$ cat src/rtl/repetition_serial_encoder.sv
// Repetition serial encoder: holds one accepted word and presents it REPETITION
// times downstream with a copy index, streaming back-to-back words without bubbles.
module repetition_serial_encoder #(
    parameter int unsigned DATA_WIDTH = 8,
    parameter int unsigned REPETITION = 3,
    localparam int unsigned INDEX_WIDTH = (REPETITION > 1) ? $clog2(REPETITION) : 1
) (
    input  logic                   clock,
    input  logic                   resetn,
    input  logic                   write_valid,
    input  logic [DATA_WIDTH-1:0]  write_data,
    output logic                   write_ready,
    output logic                   read_valid,
    output logic [DATA_WIDTH-1:0]  read_data,
    output logic [INDEX_WIDTH-1:0] read_index,
    output logic                   read_last,
    input  logic                   read_ready,
    output logic                   busy
);

    localparam logic [INDEX_WIDTH-1:0] LAST_INDEX = INDEX_WIDTH'(REPETITION - 1);

    typedef enum logic {
        StIdle,
        StSend
    } state_t;

    state_t                 state_q;
    logic [DATA_WIDTH-1:0]  data_q;
    logic [INDEX_WIDTH-1:0] index_q;

    assign read_valid  = (state_q == StSend);
    assign read_data   = data_q;
    assign read_index  = index_q;
    assign read_last   = (index_q == LAST_INDEX);
    assign busy        = read_valid;
    // The last copy leaving frees the holding register in the same cycle.
    assign write_ready = !read_valid || (read_ready && read_last);

    always_ff @(posedge clock or negedge resetn) begin
        if (!resetn) begin
            state_q <= StIdle;
            data_q  <= '0;
            index_q <= '0;
        end else begin
            unique case (state_q)
                StIdle: begin
                    if (write_valid) begin
                        state_q <= StSend;
                        data_q  <= write_data;
                        index_q <= '0;
                    end
                end
                StSend: begin
                    if (read_ready) begin
                        if (read_last) begin
                            index_q <= '0;
                            if (write_valid) begin
                                data_q <= write_data;
                            end else begin
                                state_q <= StIdle;
                            end
                        end else begin
                            index_q <= index_q + 1'b1;
                        end
                    end
                end
                default: begin
                    state_q <= StIdle;
                    index_q <= '0;
                end
            endcase
        end
    end

endmodule

$ cat config.mk
export PLATFORM = sky130hd
export DESIGN_NAME = repetition_serial_encoder
export DESIGN_NICKNAME = d
export VERILOG_FILES = /design/src/rtl/repetition_serial_encoder.sv
export SDC_FILE = /design/constraint.sdc
export NUM_CORES = 1
export LEC_CHECK = 0
export ABC_AREA = 1
export ABC_CLOCK_PERIOD_IN_PS = 1200
export CAP_MARGIN = 10
export CORE_MARGIN = 1
export CORE_UTILIZATION = 35
export CTS_CLUSTER_SIZE = 10
export DETAILED_ROUTE_END_ITERATION = 8
export PLACE_DENSITY = 0.73
export SYNTH_ARGS = -nofsm -noshare
export SYNTH_HDL_FRONTEND = slang
export SYNTH_SLANG_ARGS = --single-unit
$ cat constraint.sdc
create_clock -name clock -period 1.2 [get_ports clock]
set_input_delay 0.12 -clock clock [delete_from_list [all_inputs] [get_ports clock]]
set_output_delay 0.12 -clock clock [all_outputs]
set_load 0.1 [all_outputs]
Word level (Yosys, flattened, before mapping)
Cells that the tools add are included.

storage, ports and cells
  input port bits = 12
  flip-flop bits (word level) = 11

cells by class
  bitwise operators = 1
  muxes and demuxes = 12
  $add $sub $neg = 1
  equal/unequal tests = 4
  reduce and logical (&&, ||, !) cells = 5

operator list
  cell                   number
  $mux W8                3
  $pmux W8 S2            1
  $mux W2                3
  $ne A2 B2 Y1 const B   3
  $pmux W2 S2            1
  $reduce_and A2 Y1      2
  $mux W1                3
  $add A2 B1 Y2 const B  1
  $eq A2 B2 Y1 const B   1
  $pmux W1 S2            1
  $logic_and A1 B1 Y1    1
  $logic_not A1 Y1       1
  $logic_or A1 B1 Y1     1
  $not A1 Y1             1

Longest topological paths before layout
Gate-level depths: netlist (run 1).

  depth in word-level cells = 4
  gate-level depth with buffers = 6
  mapped depth without buffers = 6

Worst setup path before layout (run 1)
No wires, ideal clock.

  path kind = register to output
  start = reg index_q[1] (netlist: read_index[1])
  end = out read_last
  path buffers = 0
  arrival time = 2.427 ns
  stages on the path, launching flop included = 3
  slack = -1.347 ns
  cell sequence = dfrtp_1 inv_1 nor2_1

between the ends
  cells in the longest elaborated chain, start to end = 1

ends and longest elaborated chain
  what                      RTL line  RTL
  start: declaration        30        logic [INDEX_WIDTH-1:0] index_q;
  start signal: assignment  64        index_q <= index_q + 1'b1;
  $eq A2 B2 Y1              35        assign read_last = (index_q == LAST_INDEX);
  end: declaration          16        output logic read_last,

No other way between the ends.

Worst setup path after layout (run 1)
  start = reg index_q[0] (netlist: read_index[0])
  end = out read_last

Same word-level chain as after synthesis.

==> summary.md, run 1 <==
| Metric | Value |
|---|---|
| Status | finished, violations left |
| Failing checks | setup timing |
| Nets | between 90 and 100 |
| Pins over their slew limit | 0 |
| Chip width | 39.1 microns |
| Area Growth Syn to Fin | 110% |
| Row count | 13 |
| Syn_nets | 64 |
| Skew-Pair Late Insertion Delay | between 0.2 and 0.3 ns |
| Max_cap viols | 0 |
| Register area share after synthesis | between 50 and 60% |
| Layout cells sized above 1 | around 44% |
| Ys Warns | 0 |
| Worst setup SP type | register |
| Final Routed Wirelength | approximately 1.2 mm |
| CP arrival | around 1.2 ns |
| Core area | about 1300 sq um |
| # fillers | 76 |
| ANT nets after route | 0 |
| Clk sinks | 11 |
| Hold WC Path Type | in2async |
| GPL Wtd Cong | between 0.7 and 0.8 |
| Final hold slack | 0.130 ns |
| H-tree depth | 1 |
| Syn_area_per_cell | a little over 9 sq um |
| Final hold vios | 0 |
| Initial antenna violation count | 0 |
| Top-count cell post-synth | nand2_1 |
| CTS tree | yes |
| Pre-CTS WS | -0.0181 ns |
| RSZ-0062 raised after global routing | yes |
| Critical Path RT | between 1 and 1.5 ns |
| TritonCTS Buffers | 3 |
| CTS root buf | clkbuf_4 |
| Iteration-0 DRC Markers | 6 |
| # setup viols final | 3 |
| Starting Density | a little under two fifths |
| Max Clk Rate | between 700 and 800 MHz |
| IO Port Bufs | 25 |
| Share of the synthesized area in the top cell type | a little under three fifths |
| Remaining global-route overflow | 0 |
| Type of destination of the critical path | output port |
| Largest net degree at the start of global routing | 12 |
| Vias in the first global route | 440 |
| Final Critical Period | 1.29 ns |
| Distinct cells, synth | 12 |
| Cell taking the most area after synthesis | dfrtp_1 |
| Global-route wire length before repair | roughly 1.8 mm |
| Worst Tran Pin Value | about 0.20 ns |
| Vias per inst | about 4.8 |
| #FFs+latches synth | 11 |
| Die height | 39.1 microns |
| Die area | 1530 sq um |
| DRC Markers | 0 |
| EDFF count, synth | 0 |
| Routed len/inst | approximately 11 microns |
| Placed wire-length estimate | between 800 and 900 microns |
| Quantity of hold-fixing buffers added after cts | 0 |
| Total global-route track usage | 17.8% |
| Synth area leaders | dfrtp_1 57%, nand2_1 16%, nand3_1 7.3% |
| Via Count | 483 |
| Synthesized instance count | between 50 and 60 |
| TritonRoute pass-1 iters | 4 |
| Final Cycle Share | 107% |
| Synth Cell Area | roughly 480 sq um |
| Setup WS post-layout | -0.0896 ns |
| Number of diodes | 0 |
| I/O pins | 26 |
| Worst r2r path cells | 7 |
| Worst Skew | about 0.0058 ns |
| Clock Pin Slew Worst Setup and Hold Paths | roughly 0.070 ns |
| Ys async rst share | between 90% and 100% |
| Max transition margin | between 80 and 90% |
| Worst-path maximum fanout | 3 |
| Commonest cells in the netlist | 20 x nand2_1, 11 x dfrtp_1, 7 x nand3_1 |
| Worst-case clock buffer depth | 2 |
| Main synth FF type | dfrtp_1 |
| CP Class | reg2out |
| Post-layout util | about four fifths |
## registers in the layout, indices dropped and copies added, names as in the netlist
register / count
busy: 1
read_index: 2
read_data: 8
## through the flow
step,cells,setup TNS (ns),area (sq um)
floorplan,52,-1.05,515
global placement,95,0,931
detailed placement,95,-0.0504,931
CTS,100,-0.183,978
global route,101,-0.318,1010
finish,101,-0.189,1010
## critical path, stage by stage (launching register included)
cell and delay, ns:
dfrtp_4 0.49, buf_6 0.14, nor2_4 0.09, buf_12 0.18
## metal layers
metal / vias up / global-route usage [%] / wire length [microns]
met5: - / 0 / 0
met4: 0 / 7.76 / 18
met3: 2 / 6.94 / 68
met2: 18 / 25.8 / 599
met1: 230 / 23.2 / 469
li1: 233 / - / -
## repair_timing
item,in CTS,in global routing
buffers inserted,1,1
endpoints found under the setup margin,2,10
endpoints found under the hold margin,0,0
resized for setup,3,7
## cells in the final DEF (no fill, tap or decap), types with 3 or more instances in the layout
cell type,instances
buf_12,14
buf_4,4
buf_6,4
clkbuf_4,3
clkdlybuf4s50_1,11
dfrtp_1,8
nand2_1,18
nand3_1,6
## cell type report
cell class	count	area (sq um)	area share, %
inverters	3	16.3	1.61
clock buffers	4	26.3	2.60
multi-input cells	35	201	19.9
repair buffers	33	465	46.0
well taps	15	18.8	1.85
flip-flops and latches	11	284	28.1
## final timing paths
kind                                           start                         to  slack (ns)
max                        read_index[0]$_DFFE_PN0P_                  read_last       -0.09
min                                           resetn   read_data[3]$_DFFE_PN0P_        0.13
max in group asynchronous                     resetn  read_index[0]$_DFFE_PN0P_        0.90
max reg2reg                read_index[0]$_DFFE_PN0P_   read_data[2]$_DFFE_PN0P_        0.05
min in group clock                     write_data[5]   read_data[5]$_DFFE_PN0P_        0.40
min reg2reg                 read_data[4]$_DFFE_PN0P_   read_data[4]$_DFFE_PN0P_        0.54
## logic make-up (layout without fill, tap and decap cells)
logic type | Yosys count | after routing | share of synthesized area [%]
flip-flops | 11 | 11 | 57.0
buffers and inverters | 6 | 40 | 8.55
AO/OA/AOI/OAI | 3 | 3 | 4.14
AND/OR/NAND/NOR | 32 | 32 | 30.3
Power of run 1 is not shown: default switching activity piles up to over one toggle a cycle in this logic, so the estimate is an artifact.
==> inputs of run 2 (changes only) <==
--- a/config.mk
+++ b/config.mk
@@ -10,6 +10,7 @@
 export CAP_MARGIN = 10
 export CORE_MARGIN = 1
 export CORE_UTILIZATION = 35
+export CTS_BUF_LIST = sky130_fd_sc_hd__clkbuf_8
 export CTS_CLUSTER_SIZE = 10
 export DETAILED_ROUTE_END_ITERATION = 8
 export PLACE_DENSITY = 0.73
==> summary.md, run 2 (synthesized netlist as in run 1, its figures left out) <==
| Metric | Value |
|---|---|
| Status | finished, violations left |
| Failing checks | setup timing |
| Placed wire-length estimate | 885 microns (unchanged) |
| Worst path max stage delay | 0.49 ns (about the same) |
| Core area | 1280 sq um (unchanged) |
| Stages on worst setup path | 3 (unchanged) |
| Post-layout util | 79.9% (+1.2 points) |
| Remaining global-route overflow | 0 (unchanged) |
| Vias per inst | 4.84 (+1.2%) |
| Worst Tran Pin Value | 0.241 ns (+0.0383 ns) |
| TritonRoute pass-1 iters | 4 (unchanged) |
| ANT nets after route | 0 (unchanged) |
| Worst-case clock buffer depth | 2 (unchanged) |
| Global-route wire length before repair | 1.83 mm (+2.3%) |
| Pins over their slew limit | 0 (unchanged) |
| Largest delay share family, worst path | flip-flops |
| Max_cap viols | 0 (unchanged) |
| CP arrival | 1.13 ns (-0.04 ns) |
| Worst-path maximum fanout | 3 (unchanged) |
| IO Port Bufs | 25 (unchanged) |
| DRC Markers | 0 (unchanged) |
| Max reg flops | 8 (unchanged) |
| Layout cells sized above 1 | 44.2% (unchanged) |
| Critical Path RT | 1.08 ns (about the same) |
| Area Growth Syn to Fin | 113% |
| H-tree depth | 1 (unchanged) |
| Final Critical Period | 1.25 ns (-0.0374 ns) |
| Most frequent cells in the layout | 18 x nand2_1, 14 x buf_12, 11 x clkdlybuf4s50_1, 8 x dfrtp_1, 6 x nand3_1 |
| Worst Skew | 0.00349 ns (-0.00229 ns) |
| Placed instance area | 931 sq um (unchanged) |
| Final hold vios | 0 (unchanged) |
| GPL Wtd Cong | 0.715 (unchanged) |
| TritonCTS Buffers | 3 (unchanged) |
| Type of destination of the critical path | output port |
| Row count | 13 (unchanged) |
| CP Cell Sequence | buf_6 -> nor2_4 -> buf_12 |
| Most common cell after layout, fill and taps aside | nand2_1 |
| Initial antenna violation count | 0 (unchanged) |
| Die height | 39.1 microns (unchanged) |
| Final hold slack | 0.169 ns (+0.0389 ns) |
| Largest net degree at the start of global routing | 12 (unchanged) |
| CTS tree | yes |
| CP Class | reg2out |
| WP buf/inv | 2 (unchanged) |
| Clock Pin Slew Worst Setup and Hold Paths | 0.05 ns (-0.02 ns) |
| Max transition margin | 83.9% (-2.6 points) |
| Iteration-0 DRC Markers | 11 (+5) |
| Starting Density | 37.6% (unchanged) |
| Chip width | 39.1 microns (unchanged) |
| Slowest CP cell | dfrtp_4 |
| Routed len/inst | 11.9 microns (+3.7%) |
| Final Cycle Share | 104% (-3.1 points) |
| Max Clk Rate | 799 MHz (+3.0%) |
| Worst setup SP type | register |
| CTS root buf | clkbuf_8 |
| Total global-route track usage | 18.7% (+0.85 points) |
| Nets | 99 (unchanged) |
| Cell area after layout | 1030 sq um (+1.5%) |
| # setup viols final | 2 (-1) |
| Reg2Reg Setup Slack | 0.04 ns (about the same) |
| Clk sinks | 11 (unchanged) |
| RSZ-0062 raised after global routing | yes |
| Worst r2r dst | read_data[4]$_DFFE_PN0P_ |
| I/O pins | 26 (unchanged) |
| R2r startpoint | read_index[1]$_DFFE_PN0P_ |
| Via Count | 489 (+1.2%) |
| Die area | 1530 sq um (unchanged) |
| Critical Path Sink | read_last |
| Skew-Pair Late Insertion Delay | 0.24 ns (-0.03 ns) |
| Worst r2r path cells | 6 (-1) |
| Crit path from | read_index[0]$_DFFE_PN0P_ |
| Final Routed Wirelength | 1.20 mm (+3.7%) |
| Vias in the first global route | 445 (+1.1%) |
| Setup WS post-layout | -0.0522 ns (+0.0374 ns) |
| Number of diodes | 0 (unchanged) |
| Hold WC Path Type | in2async |
run 2: changes by cell type in the layout (fill, tap and decap cells not counted), sizes merged:
cell    change
clkbuf      -1
inv         +1
run 2: worst register-to-register path, cell delays in order (launching register included):
cell and delay, ns:
dfrtp_4 0.50, nand3_4 0.09, nand2_4 0.06, buf_6 0.13
buf_4 0.14, nand3_1 0.07, nand2_1 0.05
run 2: how the worst min path moves through the flow:
stage / startpoint / to / slack, ns / cells after the start
2_1_floorplan: resetn / busy$_DFF_PN0_ / -0.18 / 0
3_3_place_gp: resetn / read_data[3]$_DFFE_PN0P_ / 0.43 / 2
3_5_place_dp: resetn / read_data[3]$_DFFE_PN0P_ / 0.42 / 2
4_1_cts: resetn / read_data[3]$_DFFE_PN0P_ / 0.17 / 2
5_1_grt: resetn / read_data[3]$_DFFE_PN0P_ / 0.20 / 2
6_report: resetn / read_data[3]$_DFFE_PN0P_ / 0.17 / 2
run 2: timing repair:
| item | 4_1_cts | 5_1_grt |
|---|---|---|
| pin swaps | 0 | 0 |
| gates cloned | 0 | 0 |
| setup endpoints to repair | 2 | 10 |
| hold buffers | 0 | 0 |
| resized for setup | 3 | 6 |
| buffers inserted | 1 | 1 |
run 2: final cells by class:
| type | instances | area (sq um) |
|---|---|---|
| Inverter | 3 | 16.3 |
| Sequential cell | 11 | 284 |
| Clock buffer | 3 | 41.3 |
| Clock inverter | 1 | 3.75 |
| Tap cell | 15 | 18.8 |
| Timing Repair Buffer | 33 | 462 |
| Multi-Input combinational cell | 35 | 201 |
| Fill cell | 72 | 258 |
run 2: stage by stage:
step | setup WS [ns] | setup TNS, ns | instances
6_report | -0.0522 | -0.0968 | 101
5_1_grt | -0.0880 | -0.167 | 101
3_5_place_dp | -0.0181 | -0.0504 | 95
3_3_place_gp | 0.0245 | 0 | 95
2_1_floorplan | -0.111 | -1.05 | 52
4_1_cts | -0.0552 | -0.101 | 100
run 2: layer usage:
| layer | GRT usage (%) | part of all wire [%] |
|---|---|---|
| met2 | 27.5 | 52 |
| met3 | 6.94 | 4.3 |
| met1 | 23.2 | 41 |
| met4 | 10.3 | 2.3 |
| met5 | 0 | 0 |
Power of run 2 is left out for the same reason.
